File: config.mk
export PLATFORM = sky130hd
export DESIGN_NAME = scs8hd_bufinv_seq
export DESIGN_NICKNAME = d
export VERILOG_FILES = /design/src/rtl/scs8hd_bufinv_seq.sv
export SDC_FILE = /design/constraint.sdc
export NUM_CORES = 1
export LEC_CHECK = 0
export BUFFER_PORTS_ARGS = -buffer_cell sky130_fd_sc_hd__buf_2
export CORE_MARGIN = 2
export CORE_UTILIZATION = 40
export CTS_CLUSTER_SIZE = 24
export DETAILED_ROUTE_END_ITERATION = 10
export PLACE_DENSITY_LB_ADDON = 0.15
export SKIP_LAST_GASP = 1
export SLEW_MARGIN = 30
export SYNTH_ARGS = -nofsm -noshare
export SYNTH_HDL_FRONTEND = slang
export SYNTH_SLANG_ARGS = --single-unit
File: constraint.sdc
create_clock -name CLK -period 3.1 [get_ports CLK]
set_input_delay 0.62 -clock CLK [delete_from_list [all_inputs] [get_ports CLK]]
set_output_delay 0.62 -clock CLK [all_outputs]
set_load 0.02 [all_outputs]
File: src/rtl/scs8hd_bufinv_seq.sv
// scs8hd_bufinv_seq: staggered thermometer sequencer for a segmented bufinv drive bank
// Each accepted level is approached one segment at a time so supply steps stay small.
module scs8hd_bufinv_seq #(
  parameter int NSEG     = 4,
  parameter int STEP_CYC = 4,
  parameter int LW       = 4
) (
  input  logic            CLK,
  input  logic            RESETB,
  input  logic            REQ,
  input  logic [LW-1:0]   LEVEL,
  output logic            ACK,
  output logic [NSEG-1:0] SEG_EN,
  output logic            BUSY,
  output logic            DONE
);
  localparam int CW = $clog2(NSEG + 1);
  typedef enum logic [1:0] {IDLE, STEP, FIN} state_t;
  state_t          state_q;
  logic [CW-1:0]   cur_q, tgt_q, cur_d, lvl_d;
  logic [7:0]      cnt_q;
  logic            first_q, ack_q, busy_q, done_q;
  logic [NSEG-1:0] seg_q;
  assign lvl_d = (LEVEL > LW'(NSEG)) ? CW'(NSEG) : LEVEL[CW-1:0];
  assign cur_d = (tgt_q > cur_q) ? cur_q + 1'b1 : cur_q - 1'b1;
  // first_q marks the edge that owes the ACK: the first step, or FIN for a no-op
  always_ff @(posedge CLK) begin
    if (!RESETB) begin
      state_q <= IDLE;
      cur_q   <= '0;
      tgt_q   <= '0;
      cnt_q   <= '0;
      first_q <= 1'b0;
      ack_q   <= 1'b0;
      busy_q  <= 1'b0;
      done_q  <= 1'b0;
      seg_q   <= '0;
    end else begin
      case (state_q)
        IDLE: begin
          ack_q  <= 1'b0;
          busy_q <= 1'b0;
          done_q <= 1'b0;
          if (REQ) begin
            tgt_q   <= lvl_d;
            first_q <= 1'b1;
            cnt_q   <= '0;
            state_q <= (lvl_d != cur_q) ? STEP : FIN;
          end
        end
        STEP: begin
          busy_q <= 1'b1;
          done_q <= 1'b0;
          if (cnt_q == 8'd0) begin
            cur_q   <= cur_d;
            seg_q   <= ~({NSEG{1'b1}} << cur_d);
            cnt_q   <= 8'(STEP_CYC - 1);
            ack_q   <= first_q;
            first_q <= 1'b0;
            if (cur_d == tgt_q) state_q <= FIN;
          end else begin
            cnt_q <= cnt_q - 8'd1;
            ack_q <= 1'b0;
          end
        end
        FIN: begin
          done_q  <= 1'b1;
          busy_q  <= 1'b0;
          ack_q   <= first_q;
          first_q <= 1'b0;
          state_q <= IDLE;
        end
        default: state_q <= IDLE;
      endcase
    end
  end
  assign ACK    = ack_q;
  assign SEG_EN = seg_q;
  assign BUSY   = busy_q;
  assign DONE   = done_q;
endmodule

==> reports/results.txt, run 1 <==
Post-Syn Area: 1320 µm²
grt peak-use layer: met2
RSZ-0062 raised after global routing: false
commonest non-fill, non-tap cell in the layout: dfxtp_1
Inserted Diodes: 0
vias per inst: 4.96
final hold violations: 0
cts hold-fix bufs: 0
Critical Path Sink Type: flop
r2r setup slk: 0.26 ns
Design Area, Final: 1440 µm²
CTS root buffer: clkbuf_4
antenna-violating nets left: 0
post-route setup TNS: 0 ns
Iter 0 DRT Violations: 9
pwr/cell area: 1140 nW/µm²
Yosys reg bits: 23
Tightest Pin Transition: 0.823 ns
switching share of power: 46.1%
WP depth: 9
maximum clock rate: 352 MHz
die height: 61.4 µm
worst path required time: 3.34 ns
top-area cell type share of the netlist area: 35.0%
Setup Skew: 0.00403 ns
Flop pwr share: 29.4%
Max-Cap Viols: 0
GR Util met2: 26.3%
run status: completed
Die ar.: 3770 µm²
pin count of the biggest net entering global routing: 13
Final Critical Period: 2.84 ns
hold path depth: 2
post_cts resized: 0
P&R area growth vs syn: 9.32%
CTS tree: done
share of cells above drive strength 1: 13.8%
row cnt: 20
Gate Count Post-Synth: 147
Port Buffers: 13
FF-to-FF path depth: 9
unique cell type count in the Yosys netlist: 37
Comb pwr share: 62.0%
worst-path cell chain: inv_1 > ha_1 > or2_2 > o311a_1 > fa_1 > xnor2_1 > or4_4 > o22ai_2 > mux2i_1
Post-Syn Nets: 168
leakage power: 0.586 nW
vias in the first global route: 990
worst-path cell with the longest stage delay: fa_1
slowest stage delay, CP: 0.51 ns
initial antenna violation count: 0
Initial Util: 42.4%
DR vias: 1011
grt ovf: 0
core footprint: 3100 µm²
first-pass GRT wire length: 4.28 mm
CP Data Arrival Time: 3.08 ns
DRT Pass-1 Iters: 3
Clock transition at path regs: 0.13 ns
GR Util met1: 19.2%
sequential share of the synthesized area: 35.0%
Clock Latency Late Sink: 0.30 ns
CP max FO: 6
Worst Path Buf+Inv: 1
leading area contributor after synthesis: dfxtp_1
Period Utilization, post-route: 91.5%
Ports: 14
TritonCTS buffer count: 3
part of the power in the clock network: 8.6%
Int Power: 0.881 mW
HP Class: flop to flop
Synthesis Warnings: 0
Placed Area: 1410 µm²
Post-Syn Area per Cell: 8.95 µm²
post-CTS setup buffer count: 0
# H-tree levels: 1
Total GRT Usage: 15.2%
total wire length: 2.50 mm
Worst setup SP type: flop
P_sw: 0.753 mW
clock buffer depth: 2
WL/cell: 12.3 µm
Detail Placement HPWL: 1.92 mm
VDD IR max: 788 µV
GR Layer Usage met3: 3.15%
RePlAce Congestion: 0.793
endpoints failing setup: 0
critical path class: flop to flop
Die X-Extent: 61.4 µm
Layout Nets: 182
WHS: 0.466 ns
most frequent cells in the layout: dfxtp_1, nor2_1, inv_1
crit-path leading delay family: adder cells
top post-synthesis cells by area: dfxtp_1, ha_1, xnor2_1
relative slew slack: 44.9%
clock sink count: 23
Max Slew Vio Count: 0
DR DRC count: 0
tightest hold or removal path, stage by stage, from the launching register on:
cell	delay (ns)
dfxtp_1	0.33
nand2_1	0.05
a21oi_1	0.05
logic make-up (layout without fill, tap and decap cells):
family / after synthesis / count (layout) / share of synthesized area (%)
AND/OR/NAND/NOR: 47 / 47 / 19.3
AO/OA/AOI/OAI: 28 / 28 / 14.4
flip-flops: 23 / 23 / 35.0
buffers and inverters: 18 / 31 / 5.80
adder cells (fa/ha/maj): 14 / 14 / 13.9
XOR/XNOR: 14 / 14 / 9.32
multiplexers: 3 / 3 / 2.28
Yosys cell counts, drive strengths merged:
cell     number
a31oi         3
xnor2        10
buf           3
o21ai         5
o221a         1
nor3b         2
nor4          1
fa            1
xor2          4
nor2         17
ha           13
nand3         5
and4          1
nand4         1
inv          14
nor2b         3
clkbuf        1
a32oi         1
o311a         1
a21o          2
o2111ai       1
a21oi         8
or2           1
nand2         8
a211oi        3
or4           3
mux2i         3
o22ai         1
nor3          4
dfxtp        23
nand3b        1
a21boi        1
a311oi        1
metal layers:
| metal | part of all wire, % | vias up | routed length, µm |
|---|---|---|---|
| met5 | 0 | - | 0 |
| met4 | 0.60 | 0 | 15 |
| met3 | 2.4 | 2 | 60 |
| met2 | 46 | 11 | 1150 |
| met1 | 51 | 470 | 1270 |
| li1 | - | 528 | - |
path summary, 6_finish.rpt:
| kind | start | end |
|---|---|---|
| setup / recovery | cur_q[2] | state_q[0] |
| hold / removal | tgt_q[0] | tgt_q[0] |
| setup reg to reg | cur_q[2] | state_q[0] |
| hold reg to reg | tgt_q[0] | tgt_q[0] |
layout make-up:
| class | instances | area (µm²) |
|---|---|---|
| inverters | 14 | 52.6 |
| fillers | 321 | 1660 |
| multi-input cells | 106 | 779 |
| flip-flops and latches | 23 | 460 |
| repair buffers | 13 | 65.1 |
| clock buffers | 4 | 26.3 |
| well taps | 44 | 55.1 |
stage by stage:
| step | setup slack, ns | instances | utilization [%] | power [mW] |
|---|---|---|---|---|
| 3_3_place_gp | 0.380 | 200 | 45.5 | 1.48 |
| 3_5_place_dp | 0.288 | 200 | 45.5 | 1.50 |
| 5_1_grt | 0.0957 | 204 | 46.4 | 1.79 |
| 2_1_floorplan | 0.439 | 147 | - | 1.31 |
| 6_report | 0.263 | 204 | 46.4 | 1.63 |
| 4_1_cts | 0.258 | 204 | 46.4 | 1.64 |
sequential cells by signal, summed over array words and instances (netlist names):
name,count
first_q,1
SEG_EN,3
tgt_q,3
cnt_q,8
ACK,1
cur_q,3
DONE,1
state_q,2
BUSY,1
power groups by stage:
stage / clock [mW] / sequential [mW] / combinational (mW)
after floorplan: 0 / 0.503 / 0.804
after global placement: 0 / 0.481 / 0.994
after detailed placement: 0 / 0.489 / 1.01
after CTS: 0.144 / 0.482 / 1.02
after global routing: 0.158 / 0.497 / 1.14
final: 0.140 / 0.481 / 1.01
No activity file was read; power rests on OpenSTA's default activity.
==> inputs of run 2 (changes only) <==
--- a/config.mk
+++ b/config.mk
@@ -8,6 +8,7 @@
 export BUFFER_PORTS_ARGS = -buffer_cell sky130_fd_sc_hd__buf_2
 export CORE_MARGIN = 2
 export CORE_UTILIZATION = 40
+export CTS_BUF_LIST = sky130_fd_sc_hd__clkbuf_4
 export CTS_CLUSTER_SIZE = 24
 export DETAILED_ROUTE_END_ITERATION = 10
 export PLACE_DENSITY_LB_ADDON = 0.15
==> reports/results.txt, run 2 (synthesized netlist as in run 1, its figures left out) <==
Layout Nets: 182 (unchanged)
Die ar.: 3770 µm² (unchanged)
Final Critical Period: 2.84 ns (about the same)
Critical Path Sink Type: flop (unchanged)
Inserted Diodes: 0 (unchanged)
grt ovf: 0 (unchanged)
Clock Latency Late Sink: 0.30 ns (about the same)
clock sink count: 23 (unchanged)
WL/cell: 12.1 µm (was 12.3 µm)
Ports: 14 (unchanged)
DR vias: 1009 (was 1011)
Clock transition at path regs: 0.12 ns (was 0.13 ns)
worst path required time: 3.34 ns (about the same)
CP Data Arrival Time: 3.08 ns (about the same)
Max Slew Vio Count: 0 (unchanged)
core footprint: 3100 µm² (unchanged)
slowest stage delay, CP: 0.51 ns (about the same)
P&R area growth vs syn: 9.60% (was 9.32%)
# H-tree levels: 1 (unchanged)
crit path from: cur_q[2] (unchanged)
total wire length: 2.47 mm (was 2.50 mm)
critical path class: flop to flop (unchanged)
Die X-Extent: 61.4 µm (unchanged)
relative slew slack: 44.8% (was 44.9%)
Tot Pwr: 1.64 mW (was 1.63 mW)
pin count of the biggest net entering global routing: 13 (unchanged)
Worst Path Buf+Inv: 1 (unchanged)
RePlAce Congestion: 0.793 (unchanged)
Total GRT Usage: 15.1% (was 15.2%)
Setup crit end: state_q[0] (unchanged)
r2r setup slk: 0.26 ns (about the same)
antenna-violating nets left: 0 (unchanged)
reg-to-reg endpoint: state_q[0] (unchanged)
Largest register FFs: 8 (unchanged)
Reg with most FFs: cnt_q (unchanged)
post-route setup TNS: 0 ns (unchanged)
die height: 61.4 µm (unchanged)
endpoints failing setup: 0 (unchanged)
Iter 0 DRT Violations: 8 (was 9)
most frequent cells in the layout: dfxtp_1, nor2_1, inv_1 (unchanged)
first-pass GRT wire length: 4.25 mm (was 4.28 mm)
DR DRC count: 0 (unchanged)
worst-path cell chain: inv_1 > ha_1 > or2_2 > o311a_1 > fa_1 > xnor2_1 > or4_4 > o22ai_2 > mux2i_1 (unchanged)
R2R Path Start: cur_q[2] (unchanged)
post-CTS setup buffer count: 0 (unchanged)
share of cells above drive strength 1: 14.4% (was 13.8%)
hold path depth: 2 (unchanged)
TritonCTS buffer count: 3 (unchanged)
pwr/cell area: 1130 nW/µm² (was 1140 nW/µm²)
final hold violations: 0 (unchanged)
worst-path cell with the longest stage delay: fa_1 (unchanged)
vias in the first global route: 978 (was 990)
Detail Placement HPWL: 1.92 mm (unchanged)
DRT Pass-1 Iters: 3 (unchanged)
initial antenna violation count: 0 (unchanged)
Initial Util: 42.4% (unchanged)
CTS tree: done (unchanged)
Tightest Pin Transition: 0.824 ns (was 0.823 ns)
vias per inst: 4.95 (was 4.96)
leakage power: 0.590 nW (was 0.586 nW)
CP max FO: 6 (unchanged)
clock buffer depth: 2 (unchanged)
HP Class: flop to flop (unchanged)
post_cts resized: 0 (unchanged)
Period Utilization, post-route: 91.5% (about the same)
Max-Cap Viols: 0 (unchanged)
WP depth: 9 (unchanged)
Setup Skew: 0.00267 ns (was 0.00403 ns)
CTS root buffer: clkbuf_4 (unchanged)
crit-path leading delay family: adder cells (unchanged)
VDD IR max: 788 µV (about the same)
RSZ-0062 raised after global routing: false (unchanged)
row cnt: 20 (unchanged)
cts hold-fix bufs: 0 (unchanged)
FF-to-FF path depth: 9 (unchanged)
Port Buffers: 13 (unchanged)
maximum clock rate: 352 MHz (unchanged)
commonest non-fill, non-tap cell in the layout: dfxtp_1 (unchanged)
Worst setup SP type: flop (unchanged)
run status: completed (unchanged)
run 2: worst min path at each step:
stage                        start       end  slack, ns
after floorplan           tgt_q[0]  tgt_q[0]       0.44
final                     tgt_q[0]  tgt_q[0]       0.47
after global routing      tgt_q[0]  tgt_q[0]       0.50
after detailed placement  tgt_q[0]  tgt_q[0]       0.45
after CTS                 tgt_q[0]  tgt_q[0]       0.47
after global placement         ACK       ACK       0.45
run 2: worst register-to-register path, cell delays in order, from the launching register on:
cell and delay (ns):
dfxtp_1 0.45, inv_1 0.12, ha_1 0.32, or2_2 0.30, o311a_1 0.17, fa_1 0.51, xnor2_1 0.15, or4_4 0.41
o22ai_2 0.16, mux2i_1 0.19
run 2: layout make-up:
cell class	instances	area, µm²
flip-flops and latches	23	460
multi-input cells	106	779
fillers	320	1660
inverters	14	52.6
repair buffers	13	65.1
clock buffers	4	30.0
well taps	44	55.1
run 2: power breakdown:
part	total [mW]	internal, mW	switching, mW	leakage [nW]
Combinational	1.01	0.442	0.569	0.383
Sequential	0.481	0.388	0.0922	0.188
Clock	0.146	0.0588	0.0873	0.0184
run 2: per-layer routing:
| layer | share of wire (%) | track usage, % | vias to the layer above |
|---|---|---|---|
| met1 | 51 | 19.4 | 466 |
| met4 | 0.61 | 4.56 | 0 |
| met2 | 46 | 25.5 | 11 |
| li1 | - | - | 530 |
| met3 | 2.4 | 3.15 | 2 |
| met5 | 0 | 0 | - |
run 2: per-stage QoR:
stage	setup slack [ns]	util, %	std cells	area (µm²)	hold WS [ns]
after detailed placement	0.288	45.5	200	1410	0.453
after global routing	0.0957	46.5	204	1440	0.503
after global placement	0.380	45.5	200	1410	0.448
final	0.263	46.5	204	1440	0.466
after CTS	0.258	46.5	204	1440	0.471
after floorplan	0.439	-	147	1320	0.436
